<file path="src/rtl/mult_share_arbiter_pkg.sv">
// Shared types and constants for the multiplier-sharing arbiter.
package mult_share_arbiter_pkg;

  localparam int unsigned OP_W            = 8;
  localparam int unsigned RES_W           = 16;
  localparam int unsigned TIMEOUT_CYC_DEF = 32;

  typedef enum logic [1:0] {
    StIdle,
    StLoad,
    StWait,
    StDone
  } state_e;

endpackage

</file>
<file path="src/rtl/rr_pick.sv">
// Combinational round-robin picker: first asserted request at or after ptr, wrapping modulo N.
module rr_pick #(
  parameter int unsigned N = 4,
  localparam int unsigned IdxW = $clog2(N)
) (
  input  logic [N-1:0]    req,
  input  logic [IdxW-1:0] ptr,
  output logic [N-1:0]    winner,
  output logic [IdxW-1:0] idx,
  output logic            any
);

  always_comb begin
    int unsigned j;
    j      = 0;
    winner = '0;
    idx    = '0;
    any    = 1'b0;
    for (int unsigned k = 0; k < N; k++) begin
      j = (int'(ptr) + k) % N;
      if (!any && req[j]) begin
        any       = 1'b1;
        winner[j] = 1'b1;
        idx       = IdxW'(j);
      end
    end
  end

endmodule

</file>
<file path="src/rtl/mult_share_arbiter.sv">
// Round-robin sharing of one sequential 8x8 multiplier between NUM_REQ requesters.
// Optional WAIT timeout enabled by defining MULT_SHARE_ARB_TIMEOUT_EN.
module mult_share_arbiter
  import mult_share_arbiter_pkg::*;
#(
  parameter int unsigned NUM_REQ     = 4,
  parameter int unsigned TIMEOUT_CYC = TIMEOUT_CYC_DEF
) (
  input  logic                    clk,
  input  logic                    reset,
  input  logic [NUM_REQ-1:0]      req,
  input  logic [OP_W*NUM_REQ-1:0] a_in,
  input  logic [OP_W*NUM_REQ-1:0] b_in,
  output logic [NUM_REQ-1:0]      gnt,
  output logic [NUM_REQ-1:0]      done,
  output logic [RES_W-1:0]        res_out,
  output logic                    err,
  output logic                    mult_ld,
  output logic [OP_W-1:0]         mult_a,
  output logic [OP_W-1:0]         mult_b,
  input  logic                    mult_rdy,
  input  logic [RES_W-1:0]        mult_res
);

  localparam int unsigned IdxW = $clog2(NUM_REQ);

  state_e              state_q, state_d;
  logic [IdxW-1:0]     ptr_q, owner_q;
  logic [NUM_REQ-1:0]  gnt_q;
  logic [OP_W-1:0]     a_q, b_q;
  logic [RES_W-1:0]    res_q;
  logic [NUM_REQ-1:0]  win_oh;
  logic [IdxW-1:0]     win_idx;
  logic                win_any;
  logic                timeout;

  rr_pick #(
    .N(NUM_REQ)
  ) u_rr_pick (
    .req   (req),
    .ptr   (ptr_q),
    .winner(win_oh),
    .idx   (win_idx),
    .any   (win_any)
  );

`ifdef MULT_SHARE_ARB_TIMEOUT_EN
  localparam int unsigned CntW = $clog2(TIMEOUT_CYC + 1);

  logic [CntW-1:0] cnt_q;
  logic            err_q;

  // cnt_q counts completed WAIT cycles; the limit is hit in the TIMEOUT_CYC-th one.
  assign timeout = (state_q == StWait) && (cnt_q == CntW'(TIMEOUT_CYC - 1));

  always_ff @(posedge clk) begin
    if (reset) begin
      cnt_q <= '0;
      err_q <= 1'b0;
    end else begin
      if (state_q == StLoad) begin
        cnt_q <= '0;
      end else if (state_q == StWait && !mult_rdy && !timeout) begin
        cnt_q <= cnt_q + 1'b1;
      end
      if (state_q == StWait && !mult_rdy && timeout) begin
        err_q <= 1'b1;
      end else if (state_q == StDone) begin
        err_q <= 1'b0;
      end
    end
  end

  assign err = (state_q == StDone) && err_q;
`else
  logic unused_timeout_cfg;
  assign unused_timeout_cfg = ^TIMEOUT_CYC;
  assign timeout            = 1'b0;
  assign err                = 1'b0;
`endif

  always_comb begin
    state_d = state_q;
    unique case (state_q)
      StIdle:  if (win_any) state_d = StLoad;
      StLoad:  state_d = StWait;
      StWait:  if (mult_rdy || timeout) state_d = StDone;
      StDone:  state_d = StIdle;
      default: state_d = StIdle;
    endcase
  end

  always_ff @(posedge clk) begin
    if (reset) begin
      state_q <= StIdle;
      ptr_q   <= '0;
      owner_q <= '0;
      gnt_q   <= '0;
      a_q     <= '0;
      b_q     <= '0;
      res_q   <= '0;
    end else begin
      state_q <= state_d;
      unique case (state_q)
        StIdle: begin
          if (win_any) begin
            owner_q <= win_idx;
            gnt_q   <= win_oh;
            a_q     <= a_in[win_idx*OP_W +: OP_W];
            b_q     <= b_in[win_idx*OP_W +: OP_W];
          end
        end
        StWait: begin
          if (mult_rdy) begin
            res_q <= mult_res;
          end else if (timeout) begin
            res_q <= '0;
          end
        end
        StDone: begin
          gnt_q <= '0;
          ptr_q <= (owner_q == IdxW'(NUM_REQ - 1)) ? '0 : owner_q + 1'b1;
        end
        default: ;
      endcase
    end
  end

  assign gnt     = gnt_q;
  assign done    = (state_q == StDone) ? gnt_q : '0;
  assign mult_ld = (state_q == StLoad);
  assign mult_a  = a_q;
  assign mult_b  = b_q;
  assign res_out = res_q;

endmodule

</file>
<file path="config.mk">
export PLATFORM = sky130hd
export DESIGN_NAME = mult_share_arbiter
export DESIGN_NICKNAME = d
export VERILOG_FILES = /design/src/rtl/mult_share_arbiter_pkg.sv /design/src/rtl/rr_pick.sv /design/src/rtl/mult_share_arbiter.sv
export SDC_FILE = /design/constraint.sdc
export NUM_CORES = 1
export LEC_CHECK = 0
export BUFFER_PORTS_ARGS = -buffer_cell sky130_fd_sc_hd__buf_2
export CAP_MARGIN = 20
export CORE_AREA = 3 3 81 83
export DETAILED_ROUTE_END_ITERATION = 12
export DIE_AREA = 0 0 84 86
export PLACE_DENSITY = 0.79
export SLEW_MARGIN = 20
export SYNTH_ARGS = -nofsm -noshare
export SYNTH_HDL_FRONTEND = slang
export SYNTH_SLANG_ARGS = --single-unit
</file>
<file path="constraint.sdc">
create_clock -name clk -period 3.2 [get_ports clk]
set_input_delay 0.16 -clock clk [delete_from_list [all_inputs] [get_ports clk]]
set_output_delay 0.16 -clock clk [all_outputs]
set_load 0.1 [all_outputs]
</file>
==> run_results.csv, run 1 <==
group,metric,value,unit
synthesis,synth.yosys.warnings,0,
sta,timing.final.hold_violations,0,
clocking,clkTransAtPathRegs,80,ps
die,floorplan.initialDensity,46.9,%
setup_path,data_required_time_of_the_critical_path,3360,ps
place,place.gp.congestion,0.840,
synthesis,postSynthCellCount,304,
routing,routed_wirelength,6960,µm
setup_path,r2r_cells,9,
pwr,cellPowerDensity,862,nW/µm²
synthesis,synth_top_area_share,30.3,%
sta,fmaxAchievable,0.389,GHz
global_routing,first_pass_grt_wire_length,11600,µm
synthesis,synth_simple_gate_area_share,18.5,%
sta,clk_skew,5.02,ps
pwr,p_int,0.00132,W
pwr,clockPowerShare,14.1,%
sta,transition_time_at_the_pin_with_the_least_slew_margin,534,ps
clocking,h-tree-depth,2,
pwr,cellLeakagePower,1.55,nW
synthesis,ys_ff_latch,42,
global_routing,first_global_vias,2617,
clocking,post_cts.resized_instances,0,
setup_path,setup.worst_path.end_class,"flop",
die,die_width,84,µm
sta,final-setup-viol-count,0,
clocking,cts.root.buffer_cell,"sky130_fd_sc_hd__clkbuf_8",
place,hpwl,5180,µm
clocking,cts_hold_repair.buffers,0,
layout,layoutNonFillerInstCount,493,
global_routing,grt_antenna_before_repair,0,
sta,setup_repair_after_global_routing_missed_its_margin,"false",
synthesis,main_combinational_cell_family_by_area_after_synthesis,"compound AO/OA/AOI/OAI gates",
layout,register_area,841,µm²
sta,totalNegativeSetupSlack,0,ps
die,floorplan.io_pins,129,
layout,final_cell_mix,"127 x sky130_fd_sc_hd__buf_2, 42 x sky130_fd_sc_hd__dfxtp_1, 40 x sky130_fd_sc_hd__nand2_1",
die,die_h,86,µm
layout,fin_nets,518,
global_routing,grt_use_met2,32.9,%
job,cap_viol_max_count,0,
clocking,cts_tree,"done",
die,design.core.area,5920,µm²
global_routing,globalRouteMet3Util,5.96,%
synthesis,synth_fa_ha_area_share,6.31,%
clocking,post-cts-setup-buffers,0,
place,dp_cells,485,
global_routing,met1_usage,23.7,%
synthesis,yosys_most_used_dff,"sky130_fd_sc_hd__dfxtp_1",
synthesis,synth_edf_count,0,
min_path,min_path_cells,3,
global_routing,pin_count_of_the_biggest_net_entering_global_routing,31,
pwr,pwr-share-seq,24.7,%
clocking,inserted_clock_buffers,5,
outcome,outcome,"finished clean",
routing,drt_drc_violations_left,0,
global_routing,overall_overflow_remaining_after_global_route,0,
pwr,vdd_ir_drop_max,0.495,mV
setup_path,critPathArrivalTime,2730,ps
setup_path,worstPathMaxFanout,30,
synthesis,synthXorXnorAreaFrac,0,%
global_routing,grt.busiest_layer,"met2",
synthesis,yosysSeqAreaShare,30.3,%
clocking,numClockSinks,42,
synthesis,postSynthAreaPerCell,9.13,µm²
sta,timing.final.max_slew_violations,0,
layout,finish.utilization,58.4,%
place,numPortBuffers,127,
synthesis,netlist_area,2780,µm²
setup_path,critical_path_class,"flop to flop",
routing,route.antenna.remaining_nets,0,
routing,post_drt_wl_per_cell,14.1,µm
layout,antenna-diode-count,0,
pwr,share_comb_of_total_power,61.2,%
global_routing,grt_use_total,19.2,%
sta,min_period,2570,ps
pwr,total_switching_power,0.00166,W
die,die_area,7220,µm²
setup_path,r2r_slack,630,ps
synthesis,ys_top_cells_by_area,"sky130_fd_sc_hd__dfxtp_1 30%, sky130_fd_sc_hd__mux2i_1 13%, sky130_fd_sc_hd__ha_1 6.3%, sky130_fd_sc_hd__o221ai_1 6.3%, sky130_fd_sc_hd__nand2_1 5.4%",
synthesis,synth-compound-area-share,20.1,%
routing,dr_total_vias,2634,
synthesis,mappedNetlistNets,405,
synthesis,netlist-cell-type-count,54,
layout,post_route_cells_drive_above_1_share,37.8,%
pwr,sw_frac_of_total,55.7,%
layout,multi_input_area,1680,µm²
sta,final_critical_path_setup_slack,632,ps
synthesis,synthArstFlopShare,0,%
layout,mostFrequentLayoutCell,"sky130_fd_sc_hd__buf_2",
routing,vias_per_cell,5.34,
sta,slew_headroom,64.3,%
die,row_count,28,
layout,num-fill-cells,529,
clocking,deepest_clock_path_buffer_count,2,
min_path,hp-class,"primary input to flop",
sta,finalCritPeriodShare,80.2,%
layout,synthToLayoutAreaGrowth,24.6,%
clocking,clock_latency,290,ps
setup_path,start_kind,"flop",
synthesis,synth.area.mux_share,15.5,%
routing,drtIter0Drc,82,
synthesis,yosys.area.top_type,"sky130_fd_sc_hd__dfxtp_1",
sta,fin_worst_hold_slack,101,ps
place,place_ws,632,ps
routing,detail_route.first_pass.iterations,4,
power by group through the flow:
stage | Combinational [W] | Clock (W) | Sequential [W]
after floorplan | 0.000749 | 0 | 0.00157
after global placement | 0.00181 | 0 | 0.000745
after detailed placement | 0.00183 | 0 | 0.000748
after CTS | 0.00183 | 0.000424 | 0.000737
after global routing | 0.00194 | 0.000453 | 0.000760
final | 0.00183 | 0.000419 | 0.000737
registers in the layout, summed over array words and instances, names as in the netlist:
name and count:
res_out 16, mult_a 8, mult_b 8, gnt 4
owner_q 2, ptr_q 2, state_q 2
final cells by class:
type	instances	share of cell area, %
inverter	10	1.23
timing repair buffer	133	20.0
clock buffer	5	1.99
sequential	42	24.3
multi-input combinational	225	48.6
tap	75	2.71
clock inverter	3	1.16
cell usage after synthesis, drive strengths merged (6+ instances only):
cell,count
a21oi,21
and2,7
buf,17
clkbuf,10
dfxtp,42
ha,14
inv,10
mux2i,35
nand2,41
nand3,6
nand3b,16
nor2,15
o221ai,20
through the flow:
stage	instance area (µm²)	power (W)
after floorplan	2780	0.00232
after global placement	3350	0.00255
after detailed placement	3350	0.00258
after CTS	3460	0.00299
after global routing	3460	0.00315
final	3460	0.00298
worst max-delay path, cell delays in order, from the launching register on:
cell and delay, ps:
sky130_fd_sc_hd__dfxtp_1 410, sky130_fd_sc_hd__inv_6 70, sky130_fd_sc_hd__ha_1 420, sky130_fd_sc_hd__nand2b_1 210, sky130_fd_sc_hd__a2111o_1 420, sky130_fd_sc_hd__o211ai_2 80, sky130_fd_sc_hd__and3_2 220, sky130_fd_sc_hd__buf_12 220
sky130_fd_sc_hd__mux2i_1 230, sky130_fd_sc_hd__o221ai_1 140
cell families (layout without fill, tap and decap cells):
group | Yosys count | count (layout)
compound gates | 70 | 70
fa+ha+maj | 14 | 14
buf+inv | 37 | 151
flops | 42 | 42
mux | 39 | 39
other cells | 1 | 1
simple gates | 101 | 101
layer usage:
metal  vias up  part of all wire [%]  wire [µm]
met4         0                  0.72         50
met5         -                     0          0
met3         6                   8.0        554
met2        91                    47       3290
li1       1326                     -          -
met1      1211                    44       3060
worst paths after layout:
kind                from    endpoint
min reg2reg   res_out[0]  res_out[0]
min          mult_res[6]  res_out[6]
max reg2reg     ptr_q[0]   mult_a[3]
max             ptr_q[0]   mult_a[3]
(Power assumes the default switching activity.)
==> inputs of run 2 (changes only) <==
- clock period: 3.2 -> 2.56 ns (I/O delays scaled with it)
==> run 2 against run 1 <==
  * Sequential power increased by 25%
  * Count of clock-buffer cells in the layout unchanged
  * Core utilization increased by 0.42 points
  * Combinational power increased by 26%
  * Critical path depth unchanged
  * Cell count increased by 0.20%
  * Sequential share of layout area decreased by 0.14 points
  * Global-route usage increased by 0.065 points
  * First-iteration DRC count increased by 41%
  * Total power increased by 26%
  * Cell area increased by 0.72%
  * Clock skew increased by 1.3 ps
  * Critical endpoint is now mult_b[3]
==> run_results.csv, run 2 (synthesized netlist as in run 1, its figures left out) <==
group,metric,value,unit
outcome,outcome,"finished clean",
routing,detail_route.first_pass.iterations,4,
clocking,numClockSinks,42,
min_path,min_path_cells,3,
sta,setup_repair_after_global_routing_missed_its_margin,"false",
global_routing,first_global_vias,2639,
place,numPortBuffers,127,
routing,post_drt_wl_per_cell,14.3,µm
setup_path,r2r_cells,9,
job,cap_viol_max_count,0,
clocking,clock_latency,290,ps
sta,min_period,2390,ps
clocking,deepest_clock_path_buffer_count,2,
global_routing,first_pass_grt_wire_length,11600,µm
layout,largest_reg_flops,16,
layout,fin_nets,519,
layout,synthToLayoutAreaGrowth,25.5,%
routing,routed_wirelength,7070,µm
sta,timing.final.hold_violations,0,
clocking,inserted_clock_buffers,5,
layout,finish.utilization,58.8,%
clocking,cts_tree,"done",
pwr,vdd_ir_drop_max,0.706,mV
sta,final-setup-viol-count,0,
sta,transition_time_at_the_pin_with_the_least_slew_margin,557,ps
die,design.core.area,5920,µm²
sta,timing.final.max_slew_violations,0,
setup_path,critical_path_class,"flop to flop",
die,floorplan.initialDensity,46.9,%
pwr,cellLeakagePower,1.56,nW
setup_path,start_kind,"flop",
sta,clk_skew,6.30,ps
sta,totalNegativeSetupSlack,0,ps
setup_path,r2r_slack,170,ps
min_path,timing.hold.worst_endpoint,"res_out[6]",
setup_path,setup.worst_path.end_class,"flop",
sta,finalCritPeriodShare,93.4,%
setup_path,timing.rr.end,"mult_b[3]",
die,die_h,86,µm
setup_path,data_required_time_of_the_critical_path,2720,ps
layout,mostFrequentLayoutCell,"sky130_fd_sc_hd__buf_2",
layout,final_cell_mix,"127 x sky130_fd_sc_hd__buf_2, 41 x sky130_fd_sc_hd__dfxtp_1, 40 x sky130_fd_sc_hd__nand2_1",
min_path,hp-class,"primary input to flop",
global_routing,grt_use_total,19.2,%
layout,post_route_cells_drive_above_1_share,38.2,%
routing,drtIter0Drc,116,
routing,route.antenna.remaining_nets,0,
setup_path,r2r_start,"ptr_q[0]",
global_routing,overall_overflow_remaining_after_global_route,0,
clocking,h-tree-depth,2,
setup_path,critPathArrivalTime,2560,ps
routing,vias_per_cell,5.43,
place,dpl_cell_area,3370,µm²
global_routing,pin_count_of_the_biggest_net_entering_global_routing,42,
sta,fmaxAchievable,0.418,GHz
die,floorplan.io_pins,129,
die,row_count,28,
global_routing,grt_antenna_before_repair,0,
die,die_area,7220,µm²
layout,num-fill-cells,514,
routing,dr_total_vias,2683,
clocking,cts.root.buffer_cell,"sky130_fd_sc_hd__clkbuf_8",
pwr,cellPowerDensity,1070,nW/µm²
die,die_width,84,µm
min_path,worst_hold_launch,"mult_res[6]",
layout,antenna-diode-count,0,
place,hpwl,5440,µm
clocking,clkTransAtPathRegs,80,ps
sta,slew_headroom,62.9,%
routing,drt_drc_violations_left,0,
setup_path,worstPathMaxFanout,16,
layout,final_design_area_no_fill,3480,µm²
place,place.gp.congestion,0.900,
## run 2: routing by layer
metal / up-vias / GRT usage, % / wire length [µm]
li1: 1328 / - / -
met1: 1242 / 23.0 / 2990
met2: 98 / 33.5 / 3460
met3: 15 / 5.28 / 508
met4: 0 / 6.29 / 102
met5: - / 0 / 0
## run 2: timing repair
| action | in CTS | in global routing |
|---|---|---|
| buffers inserted | 0 | 0 |
| hold buffers | 0 | 0 |
| setup endpoints to repair | 0 | 4 |
| resized for setup | 0 | 1 |
## run 2: cell type report
class | instances | area (µm²) | share of cell area [%]
Multi-Input combinational cell | 225 | 1680 | 48.3
Sequential cell | 42 | 842 | 24.2
Timing Repair Buffer | 134 | 713 | 20.5
Tap cell | 75 | 93.8 | 2.69
Clock buffer | 5 | 68.8 | 1.98
Inverter | 10 | 42.5 | 1.22
Clock inverter | 3 | 40.0 | 1.15
## run 2: critical path, cell delays in order, from the launching register on
cell and delay, ps:
sky130_fd_sc_hd__dfxtp_2 370, sky130_fd_sc_hd__inv_6 60, sky130_fd_sc_hd__ha_1 330, sky130_fd_sc_hd__nand2b_1 180, sky130_fd_sc_hd__a2111o_1 430, sky130_fd_sc_hd__o211ai_2 90
sky130_fd_sc_hd__and3_4 260, sky130_fd_sc_hd__buf_12 170, sky130_fd_sc_hd__mux2i_1 240, sky130_fd_sc_hd__o221ai_1 130
## run 2: power breakdown
part	switching, W	internal, W
Combinational	0.00176	0.000554
Sequential	0.0000957	0.000826
Clock	0.000223	0.000287
Total	0.00208	0.00167
## run 2: stage by stage
step | total power, W | setup slack, ps | cells | hold WS, ps
finish | 0.00374 | 168 | 494 | 72.7
global route | 0.00395 | 4.17 | 494 | 60.8
CTS | 0.00376 | 89.6 | 494 | 60.8
detailed placement | 0.00325 | 109 | 486 | 375
global placement | 0.00321 | 197 | 486 | 368
floorplan | 0.00290 | 44.9 | 304 | 233
## run 2: how the worst max path moves through the flow
stage / end / cells past startpoint / start
after floorplan: mult_a[0] / 12 / ptr_q[0]
after global placement: mult_b[4] / 9 / ptr_q[0]
after detailed placement: mult_b[3] / 9 / ptr_q[0]
after CTS: mult_b[3] / 9 / ptr_q[0]
after global routing: mult_b[6] / 9 / ptr_q[1]
final: mult_b[3] / 9 / ptr_q[0]
